## config.mk

```make
export PLATFORM = sky130hd
export DESIGN_NAME = ps2_key_decoder
export DESIGN_NICKNAME = d
export VERILOG_FILES = /design/src/rtl/ps2_key_decoder.sv
export SDC_FILE = /design/constraint.sdc
export NUM_CORES = 1
export LEC_CHECK = 0
export CAP_MARGIN = 20
export CORE_MARGIN = 2
export CORE_UTILIZATION = 33
export CTS_BUF_LIST = sky130_fd_sc_hd__clkbuf_4 sky130_fd_sc_hd__clkbuf_8 sky130_fd_sc_hd__clkbuf_16
export CTS_CLUSTER_SIZE = 12
export DETAILED_ROUTE_END_ITERATION = 16
export DONT_BUFFER_PORTS = 1
export PLACE_DENSITY_LB_ADDON = 0.2
export RECOVER_POWER = 100
export SETUP_SLACK_MARGIN = 0.02
export SYNTH_ARGS = -nofsm -noshare
export SYNTH_HDL_FRONTEND = slang
export SYNTH_SLANG_ARGS = --single-unit
```

## constraint.sdc

```tcl
create_clock -name clk -period 3.3 [get_ports clk]
set_input_delay 0.33 -clock clk [delete_from_list [all_inputs] [get_ports clk]]
set_output_delay 0.33 -clock clk [all_outputs]
set_load 0.05 [all_outputs]
```

## src/rtl/ps2_key_decoder.sv

```systemverilog
// PS/2 keyboard receiver: synchronises and filters the PS/2 lines, deframes
// 11-bit packets with start/stop/odd-parity checking, and turns E0/F0-prefixed
// scan codes into held/press/release state for a configurable set of keys.
module ps2_key_decoder #(
  parameter int                    CLK_DIV       = 250,
  parameter int                    FILTER_LEN    = 4,
  parameter int                    TIMEOUT_TICKS = 4000,
  parameter int                    NUM_KEYS      = 4,
  parameter logic [NUM_KEYS*9-1:0] KEY_CODES     = {9'h175, 9'h172, 9'h174, 9'h16B}
) (
  input  logic                clk,
  input  logic                rst,
  input  logic                ps2_clk,
  input  logic                ps2_data,
  output logic [NUM_KEYS-1:0] key_down,
  output logic [NUM_KEYS-1:0] key_press,
  output logic [NUM_KEYS-1:0] key_release,
  output logic [7:0]          rx_code,
  output logic                rx_valid,
  output logic                frame_error
);

  localparam int DIV_W = (CLK_DIV > 1) ? $clog2(CLK_DIV) : 1;
  localparam int FLT_W = $clog2(FILTER_LEN + 1);
  localparam int TO_W  = $clog2(TIMEOUT_TICKS + 1);

  typedef enum logic [1:0] {
    IDLE,
    SHIFT,
    CHECK
  } state_t;

  logic             clkMeta_q, clkSync_q, dataMeta_q, dataSync_q;
  logic [DIV_W-1:0] divCnt_q;
  logic             tick;
  logic             filtClk_q, filtClk_d;
  logic [FLT_W-1:0] fltCnt_q, fltCnt_d;
  logic             fallEdge;

  state_t           state_q, state_d;
  logic [3:0]       bitCnt_q, bitCnt_d;
  logic [9:0]       shift_q, shift_d;
  logic [9:0]       frameBits;
  logic [TO_W-1:0]  toCnt_q, toCnt_d;
  logic [7:0]       rxCode_q, rxCode_d;
  logic             rxValid_q, rxValid_d;
  logic             frameErr_q, frameErr_d;

  logic                ext_q, ext_d;
  logic                brk_q, brk_d;
  logic [NUM_KEYS-1:0] keyDown_q, keyDown_d;
  logic [NUM_KEYS-1:0] keyPress_q, keyPress_d;
  logic [NUM_KEYS-1:0] keyRelease_q, keyRelease_d;

  // Two-flop synchronisers; idle level of both PS/2 lines is high.
  always_ff @(posedge clk or posedge rst) begin
    if (rst) begin
      clkMeta_q  <= 1'b1;
      clkSync_q  <= 1'b1;
      dataMeta_q <= 1'b1;
      dataSync_q <= 1'b1;
    end else begin
      clkMeta_q  <= ps2_clk;
      clkSync_q  <= clkMeta_q;
      dataMeta_q <= ps2_data;
      dataSync_q <= dataMeta_q;
    end
  end

  assign tick = (divCnt_q == DIV_W'(CLK_DIV - 1));

  // Sample-tick divider: one tick every CLK_DIV clocks.
  always_ff @(posedge clk or posedge rst) begin
    if (rst) divCnt_q <= '0;
    else     divCnt_q <= tick ? '0 : divCnt_q + DIV_W'(1);
  end

  // Filtered clock follows the synchronised clock only after FILTER_LEN agreeing ticks.
  always_comb begin
    filtClk_d = filtClk_q;
    fltCnt_d  = fltCnt_q;
    if (tick) begin
      if (clkSync_q == filtClk_q) begin
        fltCnt_d = '0;
      end else if (fltCnt_q == FLT_W'(FILTER_LEN - 1)) begin
        filtClk_d = clkSync_q;
        fltCnt_d  = '0;
      end else begin
        fltCnt_d = fltCnt_q + FLT_W'(1);
      end
    end
  end

  assign fallEdge  = filtClk_q & ~filtClk_d;
  assign frameBits = {dataSync_q, shift_q[9:1]};

  // Glitch filter state register.
  always_ff @(posedge clk or posedge rst) begin
    if (rst) begin
      filtClk_q <= 1'b1;
      fltCnt_q  <= '0;
    end else begin
      filtClk_q <= filtClk_d;
      fltCnt_q  <= fltCnt_d;
    end
  end

  // Deframer next state: start bit, 8 data bits LSB first, parity, stop, then check.
  always_comb begin
    state_d    = state_q;
    bitCnt_d   = bitCnt_q;
    shift_d    = shift_q;
    toCnt_d    = toCnt_q;
    rxCode_d   = rxCode_q;
    rxValid_d  = 1'b0;
    frameErr_d = 1'b0;
    case (state_q)
      IDLE: begin
        if (fallEdge && !dataSync_q) begin
          state_d  = SHIFT;
          bitCnt_d = '0;
          shift_d  = '0;
          toCnt_d  = '0;
        end
      end
      SHIFT: begin
        if (fallEdge) begin
          shift_d = frameBits;
          toCnt_d = '0;
          if (bitCnt_q == 4'd9) begin
            state_d = CHECK;
            if (frameBits[9] && (^frameBits[8:0])) begin
              rxValid_d = 1'b1;
              rxCode_d  = frameBits[7:0];
            end else begin
              frameErr_d = 1'b1;
            end
          end else begin
            bitCnt_d = bitCnt_q + 4'd1;
          end
        end else if (tick) begin
          if (toCnt_q == TO_W'(TIMEOUT_TICKS - 1)) begin
            state_d    = IDLE;
            toCnt_d    = '0;
            frameErr_d = 1'b1;
          end else begin
            toCnt_d = toCnt_q + TO_W'(1);
          end
        end
      end
      CHECK:   state_d = IDLE;
      default: state_d = IDLE;
    endcase
  end

  // Deframer state and receive result registers.
  always_ff @(posedge clk or posedge rst) begin
    if (rst) begin
      state_q    <= IDLE;
      bitCnt_q   <= '0;
      shift_q    <= '0;
      toCnt_q    <= '0;
      rxCode_q   <= '0;
      rxValid_q  <= 1'b0;
      frameErr_q <= 1'b0;
    end else begin
      state_q    <= state_d;
      bitCnt_q   <= bitCnt_d;
      shift_q    <= shift_d;
      toCnt_q    <= toCnt_d;
      rxCode_q   <= rxCode_d;
      rxValid_q  <= rxValid_d;
      frameErr_q <= frameErr_d;
    end
  end

  // Key decoder: prefixes set ext/brk, any other byte is matched then clears them.
  always_comb begin
    ext_d        = ext_q;
    brk_d        = brk_q;
    keyDown_d    = keyDown_q;
    keyPress_d   = '0;
    keyRelease_d = '0;
    if (frameErr_q) begin
      ext_d = 1'b0;
      brk_d = 1'b0;
    end else if (rxValid_q) begin
      if (rxCode_q == 8'hE0) begin
        ext_d = 1'b1;
      end else if (rxCode_q == 8'hF0) begin
        brk_d = 1'b1;
      end else begin
        for (int i = 0; i < NUM_KEYS; i++) begin
          if ({ext_q, rxCode_q} == KEY_CODES[9*i +: 9]) begin
            if (brk_q) begin
              keyDown_d[i]    = 1'b0;
              keyRelease_d[i] = keyDown_q[i];
            end else begin
              keyDown_d[i]  = 1'b1;
              keyPress_d[i] = ~keyDown_q[i];
            end
          end
        end
        ext_d = 1'b0;
        brk_d = 1'b0;
      end
    end
  end

  // Key state and pulse registers.
  always_ff @(posedge clk or posedge rst) begin
    if (rst) begin
      ext_q        <= 1'b0;
      brk_q        <= 1'b0;
      keyDown_q    <= '0;
      keyPress_q   <= '0;
      keyRelease_q <= '0;
    end else begin
      ext_q        <= ext_d;
      brk_q        <= brk_d;
      keyDown_q    <= keyDown_d;
      keyPress_q   <= keyPress_d;
      keyRelease_q <= keyRelease_d;
    end
  end

  assign key_down    = keyDown_q;
  assign key_press   = keyPress_q;
  assign key_release = keyRelease_q;
  assign rx_code     = rxCode_q;
  assign rx_valid    = rxValid_q;
  assign frame_error = frameErr_q;

endmodule

```

==> out/results.txt, run 1 <==
Status - complete, no violations
CP Buf/Inv Count - 1
Max-slew violation count - 0
Wirelength, routed - 6250 µm
Crit path kind - reg2reg
Die W - 102 µm
Power, Total - 0.00170 W
Max_slew headroom - 5.04%
Hold Crit Class - reg2reg
Hpwl dp - 4340 µm
Yosys warns - 0
Setup bufs post-CTS - 0
Final Instance Area - 0.00354 mm²
Hold Vio Cnt, Final - 0
CP Max Fanout - 10
Clock latency on the worst-skew pair - 0.34 ns
CP required - 3.56 ns
Die H - 102 µm
Count leader, synth - dfrtp_1
Synthesized Nets - 309
Pin count of the biggest net entering global routing - 33
Total Routing Usage GR - 13.7%
Period utilization - 77.5%
Area Growth Syn to Fin - 12.0%
Final setup viols - 0
Top area cells in the synthesized netlist - dfrtp_1, nand2_1, dfstp_2
Crit path DAT - 2.82 ns
Initial drt markers - 71
Yosys cell types - 52
Cts hold-fix bufs - 3
Nets - 317
Peak VDD IR - 291 µV
Post-synthesis sequential area ratio - 53.3%
Setup WS post-layout - 0.742 ns
CTS tree - built
Post-synth EDFFs - 0
Grt total ovfl - 0
RSZ-0062 raised after global routing - false
Initial antenna violation count - 0
#FFs+latches synth - 67
Total number of vias - 2,180
Slew @ Worst Pin - 1.41 ns
Post-Route Utilization - 38.3%
Slowest cell on crit path - nor4_1
Dpl cell area - 0.00330 mm²
Static leakage - 1.53 nW
PortBufs - 0
CP delay by family, top - simple AND/OR/NAND/NOR gates
Synthesized area - 0.00316 mm²
Clock Path Buffers - 2
Crit. End Element - flop
Initial core utilization - 34.2%
Max Cap Viol - 0
Final Skew - 0.00914 ns
Crit path largest cell delay - 0.90 ns
Fill cell count - 911
IO Pins - 26
Post-synthesis cell count - 299
Layout cells sized above 1 - 11.5%
Ys async rst share - 100%
FMAX - 0.391 GHz
CP Cell Sequence - inv_1 > ha_1 > and4b_1 > nand2_1 > nor4_1 > a41oi_1 > a31oi_1
# resized after CTS - 0
CTS Sinks - 67
Synth top area share - 49.1%
Clock transition at path regs - 0.07 ns
Startpoint Class - flop
Antenna diode count - 0
Cell row count - 35
Core Area - 0.00924 mm²
Commonest cells post-synth - dfrtp_1, nand2_1, nor2_1, o21ai_0, nand3_1
DRC - 0
Antenna-violating nets left - 0
Largest area contributor in the netlist - dfrtp_1
Detailed Routing Iterations Pass 1 - 4
Vias in the first global route - 2,224
Period minus WS final - 2.56 ns
Htree depth - 3
Syn avg cell area - 10.6 µm²
Clk Tree Root Cell - clkbuf_8
CTS buffer count - 9
Drt via density - 4.94
GPL Wtd Cong - 0.784
Die area - 0.0104 mm²
Synth Flop Type - dfrtp_1
Drt wl/cell - 14.2 µm
Cell Pwr Density - 480 mW/mm²
Setup WS pre-CTS - 0.965 ns
Final TNS setup - 0 ns
First-pass GRT wire length - 10,900 µm
routing by layer:
layer  vias to the layer above  GRT usage (%)  part of all wire, %
met4                         0           5.61                  1.6
met1                      1050           17.4                   49
met5                         -              0                    0
li1                       1087              -                    -
met3                         8           4.07                  3.4
met2                        35           21.8                   46
power by group:
group | leakage, nW | total [W] | internal (W) | switching [W]
Clock | 0.124 | 0.000848 | 0.000540 | 0.000309
Combinational | 0.497 | 0.0000217 | 0.00000401 | 0.0000177
Sequential | 0.905 | 0.000827 | 0.000825 | 0.00000193
cells by family after synthesis:
| group | share of synthesized area, % |
|---|---|
| flops | 53.3 |
| simple gates | 22.3 |
| fa+ha+maj | 2.38 |
| compound gates | 9.08 |
| buf+inv | 2.66 |
| xor+xnor | 3.92 |
| mux | 6.38 |
placed cells by master, fill, tap and decap left out, drive strengths merged, types with 4 or more instances in the layout:
| master | synthesis | final |
|---|---|---|
| a21oi | 8 | 8 |
| a31oi | 4 | 4 |
| and3 | 7 | 7 |
| clkbuf | 7 | 14 |
| dfrtp | 62 | 62 |
| dfstp | 5 | 5 |
| ha | 6 | 6 |
| inv | 12 | 12 |
| mux2 | 11 | 11 |
| mux2i | 7 | 7 |
| nand2 | 40 | 40 |
| nand3 | 17 | 17 |
| nor2 | 20 | 20 |
| nor3 | 9 | 9 |
| nor4 | 6 | 6 |
| o21ai | 21 | 21 |
| o31ai | 7 | 7 |
| or3 | 4 | 4 |
| xnor2 | 5 | 5 |
| xor2 | 4 | 4 |
worst paths after layout:
| kind | endpoint | slack (ns) | startpoint | cells after the start |
|---|---|---|---|---|
| setup / recovery | toCnt_q[9] | 0.74 | divCnt_q[1] | 7 |
| hold / removal | dataSync_q | 0.36 | dataMeta_q | 0 |
| setup reg to reg | toCnt_q[9] | 0.74 | divCnt_q[1] | 7 |
| hold reg to reg | dataSync_q | 0.36 | dataMeta_q | 0 |
| max in group asynchronous | bitCnt_q[3] | 0.90 | rst | 3 |
| min in group asynchronous | toCnt_q[6] | 0.76 | rst | 2 |
registers in the layout (all words and copies together) (netlist names):
signal,count
toCnt_q,12
shift_q,9
divCnt_q,8
rx_code,8
bitCnt_q,4
key_down,4
key_press,4
key_release,4
fltCnt_q,3
state_q,2
brk_q,1
clkMeta_q,1
clkSync_q,1
dataMeta_q,1
dataSync_q,1
ext_q,1
filtClk_q,1
frame_error,1
rx_valid,1
worst register-to-register path, delay by kind of cell (launching register included):
family,cells,cell delay [ns]
AND/OR/NAND/NOR,3,1.47
AO/OA/AOI/OAI,2,0.40
flip-flops,1,0.39
adder cells (fa/ha/maj),1,0.16
buffers and inverters,1,0.06
cell type report:
class / instances / area, µm² / share of cell area, %
multi-input cells: 211 / 1350 / 38.2
clock buffers: 12 / 153 / 4.32
inverters: 12 / 45.0 / 1.27
flip-flops and latches: 67 / 1680 / 47.6
repair buffers: 6 / 45.0 / 1.27
clock inverters: 4 / 97.6 / 2.76
well taps: 129 / 161 / 4.56
metrics by stage:
step | std cells | hold slack (ns)
finish | 441 | 0.357
global route | 441 | 0.363
CTS | 441 | 0.357
detailed placement | 422 | 0.335
global placement | 422 | 0.335
floorplan | 299 | 0.334
Power figures use the tool's default switching activity.
==> inputs of run 2 (changes only) <==
==> constraint.sdc (replaced) <==
create_clock -name clk -period 2.6 [get_ports clk]
set_input_delay 0.26 -clock clk [delete_from_list [all_inputs] [get_ports clk]]
set_output_delay 0.26 -clock clk [all_outputs]
set_load 0.05 [all_outputs]
==> out/results.txt, run 2 (same netlist as run 1, synthesis figures left out) <==
Largest Register - toCnt_q (unchanged)
Final Skew - 0.00587 ns (was 0.00914 ns)
Cell Pwr Density - 522 mW/mm² (was 480 mW/mm²)
CP delay by family, top - simple AND/OR/NAND/NOR gates (unchanged)
Hold Startpoint - dataMeta_q (unchanged)
Crit path DAT - 2.54 ns (was 2.82 ns)
Slew @ Worst Pin - 0.929 ns (was 1.41 ns)
Period minus WS final - 2.28 ns (was 2.56 ns)
FMAX - 0.439 GHz (was 0.391 GHz)
Hpwl dp - 4420 µm (was 4340 µm)
Clock latency on the worst-skew pair - 0.34 ns (about the same)
Hold Crit Class - reg2reg (unchanged)
Total number of vias - 2,230 (was 2,180)
Pin count of the biggest net entering global routing - 39 (was 33)
Clock Path Buffers - 2 (unchanged)
CP Cell Sequence - inv_1 > ha_1 > and4b_1 > nand2_1 > or4_1 > or3_1 > o21ai_0 (was inv_1 > ha_1 > and4b_1 > nand2_1 > nor4_1 > a41oi_1 > a31oi_1)
Hold Vio Cnt, Final - 0 (unchanged)
Drt via density - 4.92 (was 4.94)
Antenna diode count - 0 (unchanged)
Final Instance Area - 0.00352 mm² (was 0.00354 mm²)
Drt wl/cell - 13.9 µm (was 14.2 µm)
Layout cells sized above 1 - 12.3% (was 11.5%)
Post-Route Utilization - 38.1% (was 38.3%)
Max-slew violation count - 0 (unchanged)
Top flop regs - toCnt_q (12), shift_q (9) (unchanged)
Startpoint Class - flop (unchanged)
R2R depth - 7 (unchanged)
Clk Tree Root Cell - clkbuf_8 (unchanged)
CTS tree - built (unchanged)
Fill cell count - 927 (was 911)
Final TNS setup - 0 ns (unchanged)
Static leakage - 1.52 nW (was 1.53 nW)
Setup slack, reg-to-reg - 0.32 ns (was 0.74 ns)
Most frequent cells in the layout - dfrtp_1, nand2_1, nor2_1, o21ai_0, nand3_1 (was dfrtp_1, nand2_1, o21ai_0)
Total Routing Usage GR - 13.6% (was 13.7%)
CTS Sinks - 67 (unchanged)
Die H - 102 µm (unchanged)
Nets - 329 (was 317)
Cell row count - 35 (unchanged)
Max_slew headroom - 37.6% (was 5.04%)
CP Buf/Inv Count - 1 (unchanged)
IO Pins - 26 (unchanged)
RSZ-0062 raised after global routing - false (unchanged)
CTS buffer count - 9 (unchanged)
Crit path kind - reg2reg (unchanged)
R2r endpoint - toCnt_q[8] (was toCnt_q[9])
Largest register FFs - 12 (unchanged)
Detailed Routing Iterations Pass 1 - 4 (unchanged)
Commonest non-fill, non-tap cell in the layout - dfrtp_1 (unchanged)
Hold path depth - 0 (unchanged)
Initial drt markers - 78 (was 71)
Period utilization - 87.6% (was 77.5%)
Core Area - 0.00924 mm² (unchanged)
Dpl cell area - 0.00340 mm² (was 0.00330 mm²)
DRC - 0 (unchanged)
Vias in the first global route - 2,225 (was 2,224)
Initial antenna violation count - 0 (unchanged)
Crit path largest cell delay - 0.62 ns (was 0.90 ns)
First-pass GRT wire length - 11,000 µm (was 10,900 µm)
Clock transition at path regs - 0.07 ns (about the same)
Die W - 102 µm (unchanged)
CP required - 2.86 ns (was 3.56 ns)
R2R Path Start - divCnt_q[1] (unchanged)
Hold Path Sink - dataSync_q (unchanged)
Wirelength, routed - 6300 µm (was 6250 µm)
Hold_ws - 0.357 ns (about the same)
Area Growth Syn to Fin - 11.6% (was 12.0%)
Peak VDD IR - 326 µV (was 291 µV)
Initial core utilization - 34.2% (unchanged)
CP Max Fanout - 10 (unchanged)
Final setup viols - 0 (unchanged)
Status - complete, no violations (unchanged)
PortBufs - 0 (unchanged)
Grt total ovfl - 0 (unchanged)
Crit. End Element - flop (unchanged)
Setup bufs post-CTS - 0 (unchanged)
Power, Total - 0.00184 W (was 0.00170 W)
Antenna-violating nets left - 0 (unchanged)
GPL Wtd Cong - 0.775 (was 0.784)
Htree depth - 3 (unchanged)
Max Cap Viol - 0 (unchanged)
Die area - 0.0104 mm² (unchanged)
Slowest cell on crit path - or4_1 (was nor4_1)
## run 2: cell count changes in the layout (fill, tap and decap cells not counted), sizes merged
cell / previous run / this run
buf: 1 / 3
clkinvlp: 1 / 0
bufinv: 3 / 0
clkinv: 0 / 5
clkbuf: 14 / 23
## run 2: report_power, final
part           switching (W)  internal, W  total (W)  leakage, nW
sequential        0.00000269      0.00105    0.00105        0.905
combinational      0.0000224   0.00000523  0.0000276        0.519
clock               0.000382     0.000377   0.000759       0.0963
total               0.000407      0.00143    0.00184         1.52
## run 2: worst max path at each step
stage	end	slack, ns	cells past startpoint	startpoint
floorplan	toCnt_q[8]	0.54	7	toCnt_q[0]
global placement	bitCnt_q[1]	0.48	8	divCnt_q[1]
detailed placement	toCnt_q[8]	0.48	6	toCnt_q[0]
CTS	toCnt_q[8]	0.48	6	toCnt_q[0]
global route	rx_code[7]	0.16	6	divCnt_q[1]
finish	toCnt_q[8]	0.32	7	divCnt_q[1]
## run 2: per-stage QoR
| step | cells | setup WS [ns] |
|---|---|---|
| floorplan | 299 | 0.540 |
| global placement | 434 | 0.480 |
| detailed placement | 434 | 0.483 |
| CTS | 453 | 0.475 |
| global route | 453 | 0.162 |
| finish | 453 | 0.323 |
## run 2: metal layers
layer  wire length, µm  vias up  share of wire, %  global-route usage, %
met5                 0        -                 0                      0
met4                84        0               1.3                   4.99
met3               220        9               3.5                   4.14
met2              2960       35                47                   21.2
met1              3040     1078                48                   17.8
li1                  -     1108                 -                      -
## run 2: worst reg2reg max path, cell delays in order, from the launching register on
cell and delay, ns:
dfrtp_1 0.39, inv_1 0.06, ha_1 0.15, and4b_1 0.30
nand2_1 0.24, or4_1 0.62, or3_1 0.37, o21ai_0 0.07
## run 2: layout make-up
type                       count  area [µm²]  area share [%]
clock buffer                  11         145            4.12
inverter                      12        45.0            1.28
sequential                    67        1680            47.8
timing repair buffer          18        98.8            2.81
clock inverter                 5        28.8           0.817
multi-input combinational    211        1360            38.6
tap                          129         161            4.58
## run 2: repair_timing
action	4_1_cts	5_1_grt
hold buffers	3	0
endpoints found under the hold margin	17	0
gates resized for setup	0	0
setup endpoints to repair	0	0
